`src/rtl/snn_pkg.sv`:
```
// Shared types, defaults and arithmetic helpers for the spiking-network blocks.
package snn_pkg;

    // Default datapath width and firing threshold, shared with synapse parameters.
    localparam int WIDTH_DEFAULT  = 32;
    localparam int THRESH_DEFAULT = 32;

    // Widest datapath the saturating helper supports.
    localparam int SAT_MAXW = 64;

    typedef enum logic [1:0] {
        IDLE     = 2'd0,
        WAIT_COL = 2'd1,
        INTEG    = 2'd2,
        FIRE     = 2'd3
    } lif_state_t;

    typedef logic signed [SAT_MAXW:0] sat_wide_t;

    // Clamp a sign-extended WIDTH+1-bit sum into the range of a w-bit signed
    // value; the caller narrows the result back to w bits.
    function automatic sat_wide_t sat_add(input sat_wide_t sum, input int unsigned w);
        sat_wide_t hi;
        sat_wide_t lo;
        hi = (sat_wide_t'(1'b1) <<< (w - 32'd1)) - sat_wide_t'(1'b1);
        lo = -(sat_wide_t'(1'b1) <<< (w - 32'd1));
        if (sum > hi) begin
            sat_add = hi;
        end else if (sum < lo) begin
            sat_add = lo;
        end else begin
            sat_add = sum;
        end
    endfunction

endpackage

```
`src/rtl/spike_delay_line.sv`:
```
// Programmable spike delay line: one new spike bit per shift, tap selects
// how many shifts ago the bit entered (0 = the bit entering right now).
module spike_delay_line #(
    parameter int MAX_DELAY = 8,
    parameter int DW        = (MAX_DELAY > 1) ? $clog2(MAX_DELAY) : 1
) (
    input  logic          clk,
    input  logic          rst,
    input  logic          shift_en,
    input  logic          din,
    input  logic [DW-1:0] sel,
    output logic          tap
);

    generate
        if (MAX_DELAY > 1) begin : g_line
            localparam logic [DW-1:0] LAST_SEL = DW'(MAX_DELAY - 1);

            // Only MAX_DELAY-1 history bits are stored; the incoming bit is tap 0.
            logic [MAX_DELAY-2:0] hist_r;
            logic [MAX_DELAY-1:0] taps_s;
            logic [MAX_DELAY-1:0] onehot_s;
            logic [DW-1:0]        sel_sat_s;

            // Clamp out-of-range selects to the deepest tap.
            always_comb begin
                sel_sat_s = sel;
                if (sel > LAST_SEL) begin
                    sel_sat_s = LAST_SEL;
                end else begin
                    sel_sat_s = sel;
                end
            end

            assign taps_s   = {hist_r, din};
            assign onehot_s = MAX_DELAY'(1'b1) << sel_sat_s;
            assign tap      = |(taps_s & onehot_s);

            // Shift history by one position on each enabled step.
            always_ff @(posedge clk) begin
                if (rst) begin
                    hist_r <= {(MAX_DELAY-1){1'b0}};
                end else if (shift_en) begin
                    hist_r <= taps_s[MAX_DELAY-2:0];
                end
            end
        end else begin : g_wire
            assign tap = din;
        end
    endgenerate

endmodule

```
`src/rtl/lif_neuron.sv`:
```
// Leaky integrate-and-fire neuron fed by one crossbar column; emits a
// (optionally delayed) spike and a done pulse once per timestep.
module lif_neuron
    import snn_pkg::*;
#(
    parameter int                      WIDTH      = WIDTH_DEFAULT,
    parameter logic signed [WIDTH-1:0] THRESH     = WIDTH'(THRESH_DEFAULT),
    parameter int                      LEAK_SHIFT = 3,
    parameter int                      REFRACT    = 2,
    parameter int                      MAX_DELAY  = 8,
    parameter int                      DW         = (MAX_DELAY > 1) ? $clog2(MAX_DELAY) : 1
) (
    input  logic                    clk,
    input  logic                    rst,
    input  logic                    tick,
    input  logic                    col_done,
    input  logic signed [WIDTH-1:0] mac_in,
    input  logic [DW-1:0]           delay,
    output logic                    spk_out,
    output logic signed [WIDTH-1:0] v_mem,
    output logic                    done,
    output logic                    busy,
    output logic                    overrun
);

    localparam int RW = (REFRACT > 0) ? $clog2(REFRACT + 1) : 1;

    lif_state_t              state_r;
    lif_state_t              state_next_s;
    logic signed [WIDTH-1:0] v_r;
    logic signed [WIDTH-1:0] mac_r;
    logic signed [WIDTH-1:0] v_next_s;
    logic [RW-1:0]           refr_r;
    logic signed [WIDTH:0]   v_ext_s;
    logic signed [WIDTH:0]   leak_ext_s;
    logic signed [WIDTH:0]   mac_ext_s;
    logic signed [WIDTH:0]   sum_s;
    logic                    refr_active_s;
    logic                    fire_now_s;
    logic                    shift_en_s;
    logic                    tap_s;
    logic                    spk_r;
    logic                    done_r;
    logic                    busy_r;
    logic                    overrun_r;

    // Leak, integrate and saturate; the sum cannot overflow WIDTH+1 bits.
    always_comb begin
        v_ext_s   = {v_r[WIDTH-1], v_r};
        mac_ext_s = {mac_r[WIDTH-1], mac_r};
        if (LEAK_SHIFT == 0) begin
            leak_ext_s = {(WIDTH+1){1'b0}};
        end else begin
            leak_ext_s = v_ext_s >>> LEAK_SHIFT;
        end
        sum_s         = v_ext_s - leak_ext_s + mac_ext_s;
        v_next_s      = WIDTH'(sat_add(sat_wide_t'(sum_s), WIDTH));
        refr_active_s = (refr_r != {RW{1'b0}});
        if (refr_active_s) begin
            fire_now_s = 1'b0;
        end else begin
            fire_now_s = (v_next_s >= THRESH);
        end
    end

    // Next-state logic of the timestep sequencer.
    always_comb begin
        state_next_s = state_r;
        case (state_r)
            IDLE: begin
                if (tick) begin
                    state_next_s = WAIT_COL;
                end else begin
                    state_next_s = IDLE;
                end
            end
            WAIT_COL: begin
                if (col_done) begin
                    state_next_s = INTEG;
                end else begin
                    state_next_s = WAIT_COL;
                end
            end
            INTEG:   state_next_s = FIRE;
            FIRE:    state_next_s = IDLE;
            default: state_next_s = IDLE;
        endcase
    end

    // State register.
    always_ff @(posedge clk) begin
        if (rst) begin
            state_r <= IDLE;
        end else begin
            state_r <= state_next_s;
        end
    end

    // Membrane, refractory counter and output pulses; results of the INTEG
    // cycle are registered so done/spk_out are visible during FIRE.
    always_ff @(posedge clk) begin
        if (rst) begin
            v_r       <= {WIDTH{1'b0}};
            mac_r     <= {WIDTH{1'b0}};
            refr_r    <= {RW{1'b0}};
            spk_r     <= 1'b0;
            done_r    <= 1'b0;
            busy_r    <= 1'b0;
            overrun_r <= 1'b0;
        end else begin
            spk_r  <= 1'b0;
            done_r <= 1'b0;
            busy_r <= (state_next_s != IDLE);
            if (tick && (state_r != IDLE)) begin
                overrun_r <= 1'b1;
            end
            if ((state_r == WAIT_COL) && col_done) begin
                mac_r <= mac_in;
            end
            if (state_r == INTEG) begin
                done_r <= 1'b1;
                spk_r  <= tap_s;
                if (refr_active_s) begin
                    refr_r <= refr_r - RW'(1);
                end else if (fire_now_s) begin
                    v_r    <= {WIDTH{1'b0}};
                    refr_r <= RW'(REFRACT);
                end else begin
                    v_r <= v_next_s;
                end
            end
        end
    end

    assign shift_en_s = (state_r == INTEG);

    spike_delay_line #(
        .MAX_DELAY (MAX_DELAY),
        .DW        (DW)
    ) u_delay (
        .clk      (clk),
        .rst      (rst),
        .shift_en (shift_en_s),
        .din      (fire_now_s),
        .sel      (delay),
        .tap      (tap_s)
    );

    assign spk_out = spk_r;
    assign v_mem   = v_r;
    assign done    = done_r;
    assign busy    = busy_r;
    assign overrun = overrun_r;

endmodule

```
`config.mk`:
```
export PLATFORM = sky130hd
export DESIGN_NAME = lif_neuron
export DESIGN_NICKNAME = d
export VERILOG_FILES = /design/src/rtl/snn_pkg.sv /design/src/rtl/spike_delay_line.sv /design/src/rtl/lif_neuron.sv
export SDC_FILE = /design/constraint.sdc
export NUM_CORES = 1
export LEC_CHECK = 0
export ABC_AREA = 1
export ABC_CLOCK_PERIOD_IN_PS = 7740
export CAP_MARGIN = 20
export CORE_MARGIN = 2
export CORE_UTILIZATION = 63
export CTS_BUF_LIST = sky130_fd_sc_hd__clkbuf_16
export DETAILED_ROUTE_END_ITERATION = 10
export PLACE_DENSITY = 0.83
export RECOVER_POWER = 100
export SLEW_MARGIN = 20
export SYNTH_ARGS = -nofsm -noshare
export SYNTH_HDL_FRONTEND = slang
export SYNTH_HIERARCHICAL = 1
export SYNTH_SLANG_ARGS = --single-unit
```
`constraint.sdc`:
```
create_clock -name clk -period 7.74 [get_ports clk]
set_input_delay 1.548 -clock clk [delete_from_list [all_inputs] [get_ports clk]]
set_output_delay 1.548 -clock clk [all_outputs]
set_load 0.02 [all_outputs]
```
# Word-level counts from Yosys, hierarchy flattened
# Cells that the tools add are included.
[classes]
n_reduce_logical = 11
n_lt_le_gt_ge = 4
div = 0
shifts = 1
n_mul = 0
n_bitwise = 3
n_eq_ne = 3
muxes = 11
n_addsub = 3
[ops]
columns = ["operator", "count"]
rows = [
  ["2-to-1 mux 32 bit", 3],
  ["adder 33 x 32 -> 33 bit", 1],
  ["> comparator 33 x 32 -> 1 bit, second input constant", 1],
  ["< comparator 33 x 32 -> 1 bit, second input constant", 1],
  ["subtractor 32 x 29 -> 33 bit", 1],
  ["greater-or-equal comparator 32 x 7 -> 1 bit, second input constant", 1],
  ["bitwise AND 8 bit", 1],
  ["case mux 2 bit (4 select lines)", 1],
  ["nonzero test 2 bit", 4],
  ["OR reduction 8 bit", 1],
  ["left shift 1 x 3 -> 8 bit, first input constant", 1],
  ["2-to-1 mux 2 bit", 3],
  ["equality test 2 bit, second input constant", 2],
  ["AND reduction 2 bit", 2],
  ["> comparator 3 bit, second input constant", 1],
  ["2-to-1 mux 1 bit", 3],
  ["2-to-1 mux 3 bit", 1],
  ["equality test 2 x 1 -> 1 bit, second input constant", 1],
  ["logical AND 1 bit", 2],
  ["zero test 2 bit", 1],
  ["NOT 1 bit", 2],
  ["OR reduction 2 bit", 1],
  ["subtractor 2 x 1 -> 2 bit, second input constant", 1],
]
[totals]
regBits = 79
latch_bits = 0
word_cells = 45
input_bits = 39
rom_bits = 0
mem_bits_rw = 0
n_memories = 0
out_inout_bits = 36

# Depth between registers and ports, before layout
[logic_depth]
ltp_word = 9
depth_mapped = 31
mapped_depth_nobuf = 30

# By module
# The synthesis kept the hierarchy.
[modules_own_cells]
columns = ["mod", "cells_per_inst", "seq_area_each_um2", "area_per_inst_um2", "n_inst"]
rows = [
  ["lif_neuron", 1124, 1441.4, 6777.8, 1],
  ["spike_delay_line", 51, 140.1, 335.3, 1],
]

# Worst setup path after synthesis
# Ideal clock, no wire load.
[synth_path]
path_type = "register -> register"
from = "register v_r[5], in the netlist v_mem[5]"
to = "register spk_r, in the netlist spk_out"
t_required_ps = 7625
setup_slack_ps = 3898
n_path_buf = 2
stages_incl_launch_ff = 30
setup_ps = 115
arrival_ps = 3726
period_less_slack_ps = 3842
cell_sequence = "dfxtp_1 > inv_1 > fa_1 > inv_1 > ha_1 > nand2_1 > inv_1 > a21oi_2 > nand2_1 > nand2_1 > nand2_2 > nand2_1 > nand3b_1 > nand2_2 > nand2_2 > buf_6 > o21ai_0 > nand3_1 > nor2_1 > nand2_1 > nor2_2 > nand3_2 > o21bai_4 > buf_6 > nor2_1 > nand3_1 > nand2_1 > nor2_1 > nand2_1 > and3_1"
[synth_between]
elab_chain_cells = 9
elab_cells_between_ends = 10
cone_classes = "add/sub: 2; order compare: 3; mux: 3; bitwise: 1; reduce/logical: 1"
[synth_rtl]
columns = ["item", "line_no", "text"]
rows = [
  ["from (decl)", "lif_neuron.sv:30", "logic signed [WIDTH-1:0] v_r;"],
  ["from (signal assigned)", "lif_neuron.sv:103", "v_r <= {WIDTH{1'b0}};"],
  ["from (signal assigned)", "lif_neuron.sv:126", "v_r <= {WIDTH{1'b0}};"],
  ["from (signal assigned)", "lif_neuron.sv:129", "v_r <= v_next_s;"],
  ["subtractor 32 x 29 -> 33 bit *", "lif_neuron.sv:56", "sum_s = v_ext_s - leak_ext_s + mac_ext_s;"],
  ["adder 33 x 32 -> 33 bit *", "lif_neuron.sv:56", ""],
  ["< comparator 33 x 32 -> 1 bit", "snn_pkg.sv:29", "end else if (sum < lo) begin"],
  ["2-to-1 mux 32 bit", "snn_pkg.sv:29", ""],
  ["2-to-1 mux 32 bit *", "snn_pkg.sv:27", "if (sum > hi) begin"],
  ["greater-or-equal comparator 32 x 7 -> 1 bit *", "lif_neuron.sv:62", "fire_now_s = (v_next_s >= THRESH);"],
  ["2-to-1 mux 1 bit *", "lif_neuron.sv:59", "if (refr_active_s) begin"],
  ["via fire_now_s", "lif_neuron.sv:39", "logic fire_now_s;"],
  ["bitwise AND 8 bit *", "spike_delay_line.sv:37", "assign tap = |(taps_s & onehot_s);"],
  ["OR reduction 8 bit *", "spike_delay_line.sv:37", ""],
  ["via tap_s", "lif_neuron.sv:41", "logic tap_s;"],
  ["to (signal assigned)", "lif_neuron.sv:122", "spk_r <= tap_s;"],
  ["to (decl)", "lif_neuron.sv:42", "logic spk_r;"],
]
# The timed path passes the listed nets; every way through them passes the cells marked *.
# A chain may end at the register's enable or synchronous reset.

# Worst setup path after layout
[layout_path]
from = "register v_r[11], in the netlist v_mem[11]"
to = "register spk_r, in the netlist spk_out"
# The elaborated chain is that of the path after synthesis.

==> results.yml <==
status:
  status: "finished with violations"
  violations: "max-capacitance violations, max-slew violations"
critical_path:
  crit_buf_inv: 2
  cp_data_arrival_time_ns: 5.64
  slowest_delay_ns: 0.68
  crit_type: "reg2reg"
  endpoint_kind: "register"
  cpMaxStageDelayCell: "o21bai_4"
  crit_required_ns: 7.96
  critPathMaxFanout: 33
  cp-start-kind: "register"
  crit_top_cell: "nand2_1"
  path_delay_family: "simple AND/OR/NAND/NOR gates"
yosys:
  yosys.cell_count.top_type: "nand2_1"
  ys_dominant_reg_cell: "dfxtp_1"
  yosys_warnings: 6
  netlist_instances: 1175
  synth_cell_type_count: 32
  synthXorXnorAreaFrac: 0.00246
  synth_edf_count: 0
  synth_top_area_share: 0.222
  synth_top_family_by_area: "simple AND/OR/NAND/NOR gates"
  ys_ff_latch: 79
  synthMuxAreaShare: 0
  yosysTopAreaCell: "dfxtp_1"
  yosysSeqAreaShare: 0.222
  netlist_top_cells_count: "nand2_1 (361), inv_1 (264), a21oi_1 (94), nand3_1 (80), dfxtp_1 (79)"
  synth-adder-area-share: 0.149
  synth_nets: 1280
  synth.cell_area_um2: 7110
  yosys.area_share.simple: 0.345
  synth-compound-area-share: 0.116
  syn_area_per_cell_um2: 6.05
  synth_area_leaders: "dfxtp_1 (22%), nand2_1 (19%), inv_1 (14%), fa_1 (8.7%), a21oi_1 (6.6%)"
  synthArstFlopShare: 0
timing:
  maxSlewHeadroom: -0.330
  fin_worst_skew_ns: 0.00634
  setup_viol: 0
  fin_hold_ws_ns: 0.457
  hold_viol_final: 0
  post-route-period-util: 0.700
  timing.fmax_mhz: 185
  setup_slack_ns: 2.32
  post-route-min-period_ns: 5.42
  totalNegativeSetupSlack_ns: 0
  drv_slew: 44
  worst_slew_pin_slew_ns: 2.00
  rsz0062_at_grt: "false"
clocking:
  clk_path_buf_depth: 2
  cts_tree: "yes"
  cts_sinks: 79
  post_cts_buffers: 0
  numCtsBuffers: 9
  h-tree-depth: 3
  cts_root_buffer: "clkbuf_16"
  clk_latency_ns: 0.33
  hold_buffers: 0
  clkTransAtPathRegs_ns: 0.06
  cts_resized: 0
power:
  p_per_area_nw_per_um2: 412
  p_comb_frac: 0.747
  p_total_uw: 3330
  p_clk_frac: 0.111
  vdd_ir_drop_max_uv: 249
  internal-power_uw: 1420
  power.switching_uw: 1920
  seq_power_share: 0.143
  power_leakage_uw: 0.00428
  netSwitchingFraction: 0.575
final_layout:
  drive_above_1_share: 0.0340
  final_core_util: 0.741
  areaGrowthSynthToFinish_pct: 13.8
  regArea_um2: 1580
  multi_input_area_um2: 4320
  final_net_count: 1337
  insertedDiodeCount: 0
  fillers: 971
drt:
  first_pass_iters: 6
  drt_iter0_markers: 786
  vias_per_cell: 5.33
  drc: 0
  postRouteAntennaNets: 0
  vias: 7326
  wire_per_inst_um: 14.3
  routed_wl_mm: 19.7
die:
  die-area_um2: 12200
  coreArea_um2: 10900
  io_pins: 75
  die_h_um: 110
  die-width_um: 110
  rows: 38
  initial_core_util: 0.650
min_path:
  hp-class: "reg2reg"
grt:
  antenna_found_initial: 0
  grtUsageTotal: 0.335
  grt_pass1_wl_mm: 31.3
  overflow: 0
  use_met3: 0.0582
  grt_pass1_vias: 6561
  gr-usage-met2: 0.504
  grt_max_degree: 48
  grt.busiest_layer: "met2"
  met1_usage: 0.497
placed_design:
  place_ws_ns: 2.68
  dpl.hpwl_mm: 15.7
  io_buffers: 74
  place_congestion: 1.05
flow_run:
  maxCapViolCount: 1
==> cell type report <==
class / count / share of cell area
Inverter: 269 / 0.125
Timing Repair Buffer: 77 / 0.0938
Tap cell: 140 / 0.0216
Sequential cell: 79 / 0.195
Clock buffer: 9 / 0.0278
Clock inverter: 5 / 0.00340
Multi-Input combinational cell: 796 / 0.533
==> worst register-to-register path: cells and delay by family, from the launching register on <==
| kind | cells | cell delay [ns] |
|---|---|---|
| compound gates | 1 | 0.68 |
| fa+ha+maj | 2 | 0.95 |
| buf+inv | 2 | 0.15 |
| flops | 1 | 0.46 |
| simple gates | 22 | 3.08 |
==> per-stage QoR <==
stage / cell area [µm²] / std cells
3_3_place_gp: 7890 / 1361
3_5_place_dp: 7890 / 1361
4_1_cts: 8150 / 1375
5_1_grt: 8100 / 1375
2_1_floorplan: 7110 / 1175
6_report: 8100 / 1375
==> metal layers <==
| layer | wire length [µm] | part of all wire |
|---|---|---|
| met2 | 8410 | 0.43 |
| met3 | 1910 | 0.097 |
| met5 | 0 | 0 |
| met4 | 375 | 0.019 |
| met1 | 8990 | 0.46 |
==> cell usage in the layout (no fill, tap or decap), drive strengths merged, types with 4 or more instances in the layout <==
cell,netlist,routed
nand4,11,11
o21ai,49,49
nor3,6,6
dfxtp,79,79
fa,31,31
nand3,93,93
o21bai,4,4
nand3b,11,11
clkbuf,21,10
a21oi,97,97
inv,269,269
nand2,370,370
ha,35,35
a21o,4,4
dlygate4sd3,0,37
clkdlybuf4s50,0,37
nor2,76,76
==> cell families (layout without fill, tap and decap cells) <==
logic type | count (synthesis) | in the layout
flip-flops | 79 | 79
AND/OR/NAND/NOR | 572 | 572
XOR/XNOR | 2 | 2
AO/OA/AOI/OAI | 156 | 156
adder cells (fa/ha/maj) | 66 | 66
buffers and inverters | 300 | 360
==> flip-flops by register name (all words and copies together) (netlist names) <==
signal                 cells
busy                       1
done                       1
mac_r                     32
overrun                    1
refr_r                     2
spk_out                    1
state_r                    2
u_delay/g_line.hist_r      7
v_mem                     32
==> power groups by stage <==
stage               Combinational (µW)  Clock (µW)  Sequential [µW]
finish                            2490         369              476
global route                      2780         387              480
CTS                               2440         370              477
detailed placement                2430           0              485
global placement                  2410           0              484
floorplan                         1860           0              503
==> final timing paths <==
kind / from / cells past startpoint / endpoint / slack (ns)
setup / recovery: v_mem[11]$_SDFFE_PP0P_ / 27 / spk_out$_SDFF_PP0_ / 2.32
hold reg to reg: overrun$_SDFFE_PP0P_ / 2 / overrun$_SDFFE_PP0P_ / 0.46
setup reg to reg: v_mem[11]$_SDFFE_PP0P_ / 27 / spk_out$_SDFF_PP0_ / 2.32
hold / removal: overrun$_SDFFE_PP0P_ / 2 / overrun$_SDFFE_PP0P_ / 0.46
Power figures use the tool's default switching activity.
